[src/rtl/vga_sync_receiver.sv]
// VGA timing receiver: measures the hs/vs periods, recognises 640x480, 800x600 and 1024x768,
// locks after a run of stable frames and passes active-area pixels through with coordinates.
//
// state     | meaning
// NO_SIGNAL | no usable timing yet, or a line outlived the 11-bit counter
// MEASURE   | counting consecutive identical, known frames toward lock
// LOCKED    | timing recognised; active-area pixels are forwarded
module vga_sync_receiver #(
   parameter int LOCK_FRAMES = 2
) (
   input  logic        clk,
   input  logic        rst_n,
   input  logic        h_sync,
   input  logic        v_sync,
   input  logic [3:0]  in_r,
   input  logic [3:0]  in_g,
   input  logic [3:0]  in_b,
   output logic [3:0]  out_r,
   output logic [3:0]  out_g,
   output logic [3:0]  out_b,
   output logic        pixel_valid,
   output logic [10:0] x_pos,
   output logic [10:0] y_pos,
   output logic        locked,
   output logic [1:0]  resolution,
   output logic [10:0] h_total,
   output logic [10:0] v_total
);

   typedef enum logic [1:0] {NO_SIGNAL, MEASURE, LOCKED} state_t;

   localparam logic [10:0] CNT_MAX = 11'd2047;
   localparam logic [2:0]  LOCK_N  = 3'(LOCK_FRAMES);

   state_t      state;
   logic        hs_q;
   logic        vs_q;
   logic        vs_pending;
   logic [10:0] hcnt;
   logic [10:0] line_cnt;
   logic [2:0]  match_cnt;
   logic [10:0] prev_h;
   logic [10:0] prev_v;

   logic        hs_start;
   logic        vs_start;
   logic        frame_done;
   logic        timeout;
   logic [10:0] h_meas;
   logic [10:0] v_meas;
   logic [1:0]  meas_mode;
   logic        pair_same;
   logic [2:0]  match_inc;
   logic        geo_ok;
   logic [10:0] x0;
   logic [10:0] x_end;
   logic [10:0] y0;
   logic [10:0] y_end;
   logic        in_active;

   assign hs_start   = hs_q & ~h_sync;
   assign vs_start   = vs_q & ~v_sync;
   assign frame_done = hs_start & (vs_pending | vs_start);
   // hcnt about to reach its ceiling with no line start in sight
   assign timeout    = ~hs_start & (hcnt >= 11'd2046);
   assign h_meas     = (hcnt == CNT_MAX) ? CNT_MAX : hcnt + 11'd1;
   assign v_meas     = (line_cnt == CNT_MAX) ? CNT_MAX : line_cnt + 11'd1;
   assign pair_same  = (h_meas == prev_h) && (v_meas == prev_v);
   assign match_inc  = match_cnt + 3'd1;

   always_comb begin
      meas_mode = 2'b11;
      if (h_meas == 11'd800 && v_meas == 11'd525)
         meas_mode = 2'b00;
      else if (h_meas == 11'd1056 && v_meas == 11'd628)
         meas_mode = 2'b01;
      else if (h_meas == 11'd1344 && v_meas == 11'd806)
         meas_mode = 2'b10;
   end

   always_comb begin
      geo_ok = 1'b1;
      x0     = 11'd0;
      x_end  = 11'd0;
      y0     = 11'd0;
      y_end  = 11'd0;
      case (resolution)
         2'b00: begin x0 = 11'd144; x_end = 11'd783;  y0 = 11'd35; y_end = 11'd514; end
         2'b01: begin x0 = 11'd216; x_end = 11'd1015; y0 = 11'd27; y_end = 11'd626; end
         2'b10: begin x0 = 11'd296; x_end = 11'd1319; y0 = 11'd35; y_end = 11'd802; end
         default: geo_ok = 1'b0;
      endcase
   end

   assign in_active = locked && geo_ok &&
                      (hcnt >= x0) && (hcnt <= x_end) &&
                      (line_cnt >= y0) && (line_cnt <= y_end);

   always_ff @(posedge clk or negedge rst_n) begin
      if (!rst_n) begin
         hs_q       <= 1'b0;
         vs_q       <= 1'b0;
         hcnt       <= '0;
         line_cnt   <= '0;
         vs_pending <= 1'b0;
         h_total    <= '0;
         v_total    <= '0;
      end else begin
         hs_q <= h_sync;
         vs_q <= v_sync;
         if (hs_start) begin
            hcnt    <= '0;
            h_total <= h_meas;
         end else if (hcnt != CNT_MAX) begin
            hcnt <= hcnt + 11'd1;
         end
         if (frame_done) begin
            v_total    <= v_meas;
            line_cnt   <= '0;
            vs_pending <= 1'b0;
         end else begin
            if (hs_start && line_cnt != CNT_MAX)
               line_cnt <= line_cnt + 11'd1;
            if (vs_start)
               vs_pending <= 1'b1;
         end
      end
   end

   always_ff @(posedge clk or negedge rst_n) begin
      if (!rst_n) begin
         state      <= NO_SIGNAL;
         match_cnt  <= '0;
         locked     <= 1'b0;
         resolution <= 2'b11;
         prev_h     <= '0;
         prev_v     <= '0;
      end else if (timeout) begin
         state      <= NO_SIGNAL;
         match_cnt  <= '0;
         locked     <= 1'b0;
         resolution <= 2'b11;
      end else if (frame_done) begin
         prev_h <= h_meas;
         prev_v <= v_meas;
         case (state)
            NO_SIGNAL: begin
               // the frame that brought us here may be partial, so it never counts
               state     <= MEASURE;
               match_cnt <= '0;
            end
            MEASURE: begin
               if (meas_mode != 2'b11 && (match_cnt == 3'd0 || pair_same)) begin
                  match_cnt <= match_inc;
                  if (match_inc == LOCK_N) begin
                     state      <= LOCKED;
                     locked     <= 1'b1;
                     resolution <= meas_mode;
                  end
               end else begin
                  match_cnt <= '0;
               end
            end
            LOCKED: begin
               if (!pair_same) begin
                  state      <= MEASURE;
                  locked     <= 1'b0;
                  resolution <= 2'b11;
                  match_cnt  <= '0;
               end
            end
            default: state <= NO_SIGNAL;
         endcase
      end
   end

   always_ff @(posedge clk or negedge rst_n) begin
      if (!rst_n) begin
         pixel_valid <= 1'b0;
         out_r       <= '0;
         out_g       <= '0;
         out_b       <= '0;
         x_pos       <= '0;
         y_pos       <= '0;
      end else if (in_active) begin
         pixel_valid <= 1'b1;
         out_r       <= in_r;
         out_g       <= in_g;
         out_b       <= in_b;
         x_pos       <= hcnt - x0;
         y_pos       <= line_cnt - y0;
      end else begin
         pixel_valid <= 1'b0;
         out_r       <= '0;
         out_g       <= '0;
         out_b       <= '0;
      end
   end

endmodule

[config.mk]
export PLATFORM = sky130hd
export DESIGN_NAME = vga_sync_receiver
export DESIGN_NICKNAME = d
export VERILOG_FILES = /design/src/rtl/vga_sync_receiver.sv
export SDC_FILE = /design/constraint.sdc
export NUM_CORES = 1
export LEC_CHECK = 0
export CAP_MARGIN = 20
export CORE_MARGIN = 1.5
export CORE_UTILIZATION = 60
export DETAILED_ROUTE_END_ITERATION = 10
export PLACE_DENSITY_LB_ADDON = 0.08
export SETUP_SLACK_MARGIN = 0.15
export SKIP_CTS_REPAIR_TIMING = 1
export SLEW_MARGIN = 25
export SYNTH_ARGS = -nofsm -noshare
export SYNTH_HDL_FRONTEND = slang
export SYNTH_SLANG_ARGS = --single-unit
[constraint.sdc]
create_clock -name clk -period 10.7 [get_ports clk]
set_clock_uncertainty 0.2 [all_clocks]
set_input_delay 2.675 -clock clk [delete_from_list [all_inputs] [get_ports clk]]
set_output_delay 2.675 -clock clk [all_outputs]
set_load 0.05 [all_outputs]
## After elaboration in Yosys (flattened, before gate mapping)

Index checks and enable logic that the tools add are counted.
W data, S select, Z words.

- Input bits: 16
- Output and inout bits: 60
- Word-level logic and storage cells: 129
- Bits in registers: 112

- Order comparisons: 5
- Reductions and logical operators: 27
- Add/subtract/negate cells: 5
- Mux-type cells: 43
- Equality and inequality tests: 21
- Bitwise logic cells: 9

Operators with widths:

| operator | number |
|---|---|
| $mux W11 | 6 |
| $eq A11 B10 Y1 const B | 4 |
| $eq A11 B11 Y1 const B | 4 |
| $pmux W11 S3 | 1 |
| $pmux W10 S3 | 1 |
| $pmux W9 S3 | 1 |
| $mux W2 | 12 |
| $add A11 B1 Y11 const B | 2 |
| $eq A11 B11 Y1 | 2 |
| $ge A11 B11 Y1 | 2 |
| $le A11 B11 Y1 | 2 |
| $ne A11 B11 Y1 const B | 2 |
| $sub A11 B11 Y11 | 2 |
| $mux W3 | 4 |
| $mux W4 | 3 |
| $pmux W6 S2 | 1 |
| $ge A11 B11 Y1 const B | 1 |
| $logic_and A1 B1 Y1 | 11 |
| $mux W1 | 10 |
| $ne A3 B3 Y1 const B | 3 |
| $pmux W3 S3 | 1 |
| $reduce_bool A2 Y1 | 4 |
| $pmux W2 S3 | 1 |
| $reduce_and A5 Y1 | 1 |
| other kinds (20) | 29 |

## Depth between registers and ports, before layout

Gate-level depths: netlist (run 1).

- Depth in word-level cells: 13
- Gate-level depth with buffers: 15

## Worst setup path after synthesis (run 1)

Ideal clock, no wire load.

- Path kind: in2reg
- Start point: in h_sync
- End point: reg locked
- Slack: 6.474 ns
- Data required time: 10.378 ns
- Stages on the path: 6
- Arrival time: 3.904 ns
- Path through: nand2b_1 o2111ai_1 nor3_1 o31ai_1 nor2_2 o22a_1

- Word-level cells in the longest chain between the ends: 6
- Elaborated cells on any way between the ends: 12

RTL lines:

| element | line | RTL |
|---|---|---|
| start, declared | 13 | `input logic h_sync,` |
| $not A1 Y1 * | 61 | `assign hs_start = hs_q & ~h_sync;` |
| $and A1 B1 Y1 * | 61 |  |
| $not A1 Y1 | 65 | `assign timeout = ~hs_start & (hcnt >= 11'd2046);` |
| $and A1 B1 Y1 | 65 |  |
| $ne A3 B3 Y1 (no source line), or another cell as far along | - |  |
| $reduce_and A5 Y1 (no source line) | - |  |
| end signal, assigned | 134 | `locked <= 1'b0;` |
| end signal, assigned | 141 | `locked <= 1'b0;` |
| end signal, assigned | 157 | `locked <= 1'b1;` |
| end, declared | 24 | `output logic locked,` |

Every way passes the cells marked *; elsewhere a longest branch is shown, timed or not.
A chain may end at the register's enable or synchronous reset.

## Worst setup path in the final report (run 1)

- Start point: in h_sync
- End point: reg resolution[0]

- Word-level cells in the longest chain between the ends: 6
- Elaborated cells on any way between the ends: 12

RTL lines:

| element | line | RTL |
|---|---|---|
| $not A1 Y1 * | 61 |  |
| $and A1 B1 Y1 * | 61 |  |
| $not A1 Y1 | 65 |  |
| $and A1 B1 Y1 | 65 |  |
| $ne A3 B3 Y1 (no source line), or another cell as far along | - |  |
| $reduce_and A5 Y1 (no source line) | - |  |
| end signal, assigned | 158 | `resolution <= meas_mode;` |
| end, declared | 25 | `output logic [1:0] resolution,` |

Marked as above.

==> impl_metrics.json, run 1 <==
{
  "post_dp_cell_area_mm2": 0.007482,
  "ir_drop_uv": 139.2,
  "fin_crit_sh": 0.4473,
  "routed_wl_um": 17440,
  "power_mw": 1.085,
  "grt_pass1_vias": 5541,
  "final_util": 0.7072,
  "slew_violations": 0,
  "syn_area_mm2": 0.006706,
  "startpoint": "h_sync",
  "power_density_mw_per_mm2": 140.9,
  "path_cells": "clkdlybuf4s50_1, nand2b_1, buf_4, o2111ai_1, or3_1, nand2_1, o31ai_1, a22o_1, a31oi_1",
  "crit_arrival_ns": 4.91,
  "first_iter_violations": 604,
  "areaGrowthSynthToFinish_pct": 14.81,
  "gr-total-overflow": 0,
  "numCtsBuffers": 9,
  "crit_type": "in2reg",
  "die_h_um": 108.7,
  "path_clk_slew_ns": 0.11,
  "portBuffers": 75,
  "stdcell_area_mm2": 0.007700,
  "slew_headroom": 0.4407,
  "fin_cells": 898,
  "leakage_nw": 3.347,
  "dr.pass1.iters": 5,
  "ant_nets": 0,
  "ys_seq_area_frac": 0.4183,
  "ys_types": 76,
  "floorplan.initialDensity": 0.6160,
  "antenna_found_initial": 0,
  "nNetsFinal": 808,
  "dieArea_mm2": 0.01182,
  "hold_path.class": "reg2reg",
  "grt_first_pass_wirelength_um": 27790,
  "setup_tns_ns": 0,
  "synth_edf_count": 0,
  "syn_nets": 756,
  "track_usage": 0.3076,
  "avgRoutedWirePerCell_um": 19.42,
  "worst-path-buf-inv": 2,
  "grt_max_degree": 61,
  "path_max_fanout": 32,
  "start_kind": "input port",
  "status": "finished clean",
  "ys_warn_count": 0,
  "worstPathRequired_ns": 10.82,
  "worstSetupEndpointType": "flip-flop",
  "maxCapViolCount": 0,
  "finalWeightedCongestion": 0.9769,
  "synth_ff_type": "dfrtp_1",
  "rsz0062_at_grt": "false",
  "die_w_um": 108.7,
  "holdCritStartpoint": "h_total[2]$_DFFE_PN0P_",
  "setup-violations-final": 0,
  "core_mm2": 0.01089,
  "cts.sinks": 112,
  "tightest_slew_ns": 0.8301,
  "antennaDiodeCount": 0,
  "place_inst": 883,
  "root_buffer": "clkbuf_8",
  "syn-mean-instance-area_um2": 9.553,
  "post-dp-hpwl_um": 12740,
  "cts_tree": "built",
  "clock_latency_ns": 0.39,
  "critPathSlowestCell": "clkdlybuf4s50_1",
  "hold_viol": 0,
  "async_reset_ff_frac": 1.000,
  "drive_gt1_frac": 0.07784,
  "cpPeakStageDelay_ns": 0.49,
  "htree_levels": 3,
  "yosys_register_bits": 112,
  "num_vias": 5707,
  "cp_top_family": "compound AO/OA/AOI/OAI gates",
  "r2r-start": "line_cnt[0]$_DFFE_PN0P_",
  "via_per_inst": 6.355,
  "drc": 0,
  "io_pins": 76,
  "fmax_ghz": 0.2090,
  "rows": 38,
  "syn-instance-count": 702,
  "clk_path_buf_depth": 2,
  "fin_crit_ns": 4.786
}
[power breakdown]
| part | internal [mW] | switching (mW) | total, mW |
|---|---|---|---|
| sequential | 0.457 | 0.0451 | 0.502 |
| clock | 0.138 | 0.147 | 0.285 |
| combinational | 0.116 | 0.182 | 0.298 |
| total | 0.711 | 0.374 | 1.09 |
[cell usage in the layout (no fill, tap or decap), types with 17 or more instances in the layout]
cell type / Yosys / routed
ha_1: 36 / 36
a21oi_1: 29 / 28
nand4_1: 18 / 18
inv_1: 26 / 26
and2_1: 17 / 17
o21ai_0: 47 / 47
nor2_1: 43 / 43
nand2_1: 67 / 66
a21o_1: 19 / 19
nand3_1: 25 / 25
mux2_2: 20 / 20
clkdlybuf4s50_1: 0 / 74
dfrtp_1: 110 / 110
[metal layers]
layer  routed length [um]  vias to the layer above  GRT usage  part of all wire
met5                    0                        -          0                 0
met2                 8313                      268     0.4946              0.48
li1                     -                     2646          -                 -
met1                 7403                     2746     0.4109              0.42
met4                  499                        0     0.1410             0.029
met3                 1218                       47    0.04722             0.070
[flip-flops by register name (all words and copies together) (netlist names)]
register / count
locked: 1
hcnt: 11
pixel_valid: 1
vs_pending: 1
v_total: 11
y_pos: 11
vs_q: 1
line_cnt: 11
resolution: 2
state: 2
out_r: 4
prev_h: 11
match_cnt: 3
out_b: 4
prev_v: 11
h_total: 11
out_g: 4
x_pos: 11
hs_q: 1
[cell usage after synthesis, types with 8 or more instances]
cell	instances	area (um^2)
xor2_1	15	131.4
nor2_1	43	161.4
mux2_2	20	225.2
xnor2_1	15	131.4
and3_1	8	50.05
inv_1	26	97.59
nand2b_1	10	62.56
a21o_1	19	142.6
nand4_1	18	112.6
a21oi_1	29	145.1
o31ai_1	8	60.06
dfrtp_1	110	2753
o21ai_0	47	235.2
nand3_1	25	125.1
nand2_1	67	251.5
a31oi_1	10	62.56
nor2b_1	10	62.56
o21a_1	9	67.56
nor3_1	13	65.06
clkbuf_1	25	93.84
buf_2	9	45.04
ha_1	36	450.4
and2_1	17	106.4
[through the flow]
step	setup slack [ns]	hold slack, ns
after detailed placement	5.518	0.2679
after floorplan	6.474	0.2536
after CTS	5.902	0.2938
after global routing	5.731	0.3064
final	5.914	0.2922
after global placement	5.404	0.2626
[worst paths after layout]
path / end / slack [ns] / cells past startpoint
setup reg to reg: match_cnt[0]$_DFFE_PN0P_ / 6.62 / 10
min in group asynchronous: x_pos[9]$_DFFE_PN0P_ / 2.11 / 1
hold reg to reg: h_total[2]$_DFFE_PN0P_ / 0.29 / 2
hold / removal: h_total[2]$_DFFE_PN0P_ / 0.29 / 2
setup / recovery: resolution[0]$_DFFE_PN1P_ / 5.91 / 9
max in group asynchronous: v_total[9]$_DFFE_PN0P_ / 7.01 / 2
[final cells by class]
type,count,area (um^2)
Tap cell,140,175.2
Multi-Input combinational cell,524,3615
Sequential cell,112,2805
Inverter,27,101.3
Fill cell,866,3188
Timing Repair Buffer,80,785.8
Clock buffer,11,141.4
Clock inverter,4,76.32
[worst register-to-register path: stages, from the launching register on]
cell      delay (ns)
dfrtp_1         0.65
ha_1            0.44
and3_4          0.36
o211ai_1        0.21
a21o_1          0.23
a2111o_1        0.41
or4b_1          0.61
o41ai_1         0.50
a22o_1          0.26
nand2_1         0.07
o31ai_1         0.06
[cells by family (layout without fill, tap and decap cells)]
group,count (synthesis),in the layout,synth area share
fa+ha+maj,38,38,0.07313
xor+xnor,30,30,0.03918
compound gates,177,177,0.1834
buf+inv,66,122,0.04366
simple gates,255,255,0.2028
flops,112,112,0.4183
mux,24,24,0.03955
Power figures use the tool's default switching activity.
==> run 2, diff against run 1 <==
--- a/config.mk
+++ b/config.mk
@@ -7,7 +7,7 @@
 export LEC_CHECK = 0
 export CAP_MARGIN = 20
 export CORE_MARGIN = 1.5
-export CORE_UTILIZATION = 60
+export CORE_UTILIZATION = 57
 export DETAILED_ROUTE_END_ITERATION = 10
 export PLACE_DENSITY_LB_ADDON = 0.08
 export SETUP_SLACK_MARGIN = 0.15
==> constraint.sdc (replaced) <==
create_clock -name clk -period 4.8 [get_ports clk]
set_clock_uncertainty 0.2 [all_clocks]
set_input_delay 1.2 -clock clk [delete_from_list [all_inputs] [get_ports clk]]
set_output_delay 1.2 -clock clk [all_outputs]
set_load 0.05 [all_outputs]
==> run 2 against run 1 <==
Against the previous run:
- critical path depth is 6 higher
- wire length decreased by 0.28%
- flip-flop and latch count did not move
- sequential power up 120%
- cell count is 1.0% higher
- die area grew 5.1%
- register-to-register slack worse by 6.0 ns
- highest routed layer unchanged
- utilization down 2.4 points
- non-clock buffer count increased by 5
- critical endpoint is now x_pos[1]$_DFFE_PN0P_
- first-iteration DRC count down 22%
- combinational power increased by 120%
==> impl_metrics.json, run 2 (synthesized netlist as in run 1, its figures left out) <==
{
  "clk_path_buf_depth": 2,
  "die_h_um": 111.5,
  "hold_viol": 0,
  "pwr-share-clk": 0.301,
  "antenna_found_initial": 0,
  "cts_tree": "built",
  "final_cell_mix": "dfrtp_1 (110), clkdlybuf4s50_1 (74), nand2_1 (67)",
  "rr_endpoint": "x_pos[1]$_DFFE_PN0P_",
  "avgRoutedWirePerCell_um": 19.17,
  "antennaDiodeCount": 0,
  "post-dp-hpwl_um": 13030,
  "crit_type": "reg2reg",
  "floorplan.initialDensity": 0.5848,
  "grt_first_pass_wirelength_um": 29190,
  "setup-violations-final": 0,
  "startpoint": "resolution[1]$_DFFE_PN1P_",
  "portBuffers": 75,
  "sw_frac_of_total": 0.3355,
  "clock_latency_ns": 0.36,
  "io_pins": 76,
  "whs_endpoint": "v_total[3]$_DFFE_PN0P_",
  "die_w_um": 111.5,
  "fmax_ghz": 0.2377,
  "path_cells": "inv_1, ha_1, ha_1, inv_1, fa_1, a21o_1, a21oi_1, nor2b_1, o21a_1, nor2_1, nor4b_1, o221ai_1, a21oi_4, buf_4, mux2_2",
  "switching_power_uw": 858.9,
  "seqPwrFrac": 0.438,
  "gr-total-overflow": 0,
  "fin_crit_sh": 0.8763,
  "post_dp_cell_area_mm2": 0.007528,
  "ant_nets": 0,
  "dieArea_mm2": 0.01243,
  "critPathSlowestCell": "dfstp_2",
  "routed_wl_um": 17390,
  "ir_drop_uv": 345.0,
  "status": "finished clean",
  "htree_levels": 3,
  "use_met3": 0.06641,
  "grt_pass1_vias": 5634,
  "rsz0062_at_grt": "false",
  "cts.sinks": 112,
  "grt_max_degree": 62,
  "setup_tns_ns": 0,
  "worstPathRequired_ns": 4.84,
  "slew_violations": 0,
  "r2r-start": "resolution[1]$_DFFE_PN1P_",
  "via_per_inst": 6.214,
  "final_util": 0.6833,
  "fin_crit_ns": 4.206,
  "path_clk_slew_ns": 0.08,
  "use_met1": 0.4024,
  "slew_headroom": 0.4026,
  "drive_gt1_frac": 0.08508,
  "grt_busiest_layer": "met2",
  "p_int_mw": 1.701,
  "rows": 39,
  "path_max_fanout": 22,
  "r2r_slack_ns": 0.59,
  "maxCapViolCount": 0,
  "numCtsBuffers": 9,
  "root_buffer": "clkbuf_16",
  "cpPeakStageDelay_ns": 0.66,
  "core_mm2": 0.01147,
  "dr.pass1.iters": 5,
  "worstSetupEndpointType": "flip-flop",
  "stdcell_area_mm2": 0.007835,
  "power_density_mw_per_mm2": 326.7,
  "r2r.worst_path.cells": 15,
  "comb_power_share": 0.262,
  "layout_commonest_cell": "dfrtp_1",
  "holdCritStartpoint": "v_total[3]$_DFFE_PN0P_",
  "hold_path.class": "reg2reg",
  "first_iter_violations": 470,
  "start_kind": "flip-flop",
  "leakage_nw": 3.411,
  "tightest_slew_ns": 0.8885,
  "met2_usage": 0.4609,
  "areaGrowthSynthToFinish_pct": 16.83,
  "min_path_cells": 2,
  "track_usage": 0.2937,
  "nNetsFinal": 813,
  "finalWeightedCongestion": 0.9512,
  "num_vias": 5636,
  "crit_arrival_ns": 4.24,
  "drc": 0
}
[run 2: changes by cell type in the layout (fill, tap and decap cells not counted), sizes merged]
cell and change:
clkinv +2, clkbuf -1, bufinv -1, buf +5, clkinvlp +1
[run 2: worst max-delay path by stage]
stage                                      end
final                     x_pos[1]$_DFFE_PN0P_
after global routing      x_pos[1]$_DFFE_PN0P_
after CTS                 x_pos[1]$_DFFE_PN0P_
after detailed placement  x_pos[1]$_DFFE_PN0P_
after global placement    x_pos[8]$_DFFE_PN0P_
after floorplan           x_pos[0]$_DFFE_PN0P_
[run 2: final cells by class]
cell class / count / area [um^2]
clock buffers: 10 / 239.0
well taps: 143 / 178.9
repair buffers: 85 / 823.3
inverters: 27 / 101.3
clock inverters: 6 / 67.56
multi-input cells: 524 / 3620
fillers: 913 / 3632
flip-flops and latches: 112 / 2805
[run 2: metal layers]
metal | up-vias | routed length [um]
met5 | - | 0
met4 | 0 | 426
met3 | 39 | 1245
met2 | 242 | 8099
met1 | 2697 | 7614
li1 | 2658 | -
[run 2: power by group through the flow]
stage	registers (mW)	clock network (mW)	logic, mW
after global placement	1.13	0	0.656
after floorplan	1.20	0	0.379
after CTS	1.12	0.784	0.671
after global routing	1.13	0.815	0.728
after detailed placement	1.14	0	0.668
final	1.12	0.769	0.670
[run 2: worst max-delay path: cells and delay by family, from the launching register on]
family	cells	cell delay, ns
AOI/OAI and AO/OA	5	1.11
adders and majority gates	3	0.73
buffers and inverters	3	0.53
DFF	1	0.66
muxes	1	0.36
and+or+nand+nor	3	0.49
[run 2: through the flow]
stage	hold WS [ns]	worst slack, ns	power [mW]	instances
floorplan	0.2536	0.9522	1.574	702
global placement	0.2607	0.8451	1.787	891
detailed placement	0.2680	0.6403	1.804	891
CTS	0.2814	0.5791	2.574	907
global route	0.3015	0.2597	2.674	907
finish	0.2803	0.5938	2.560	907
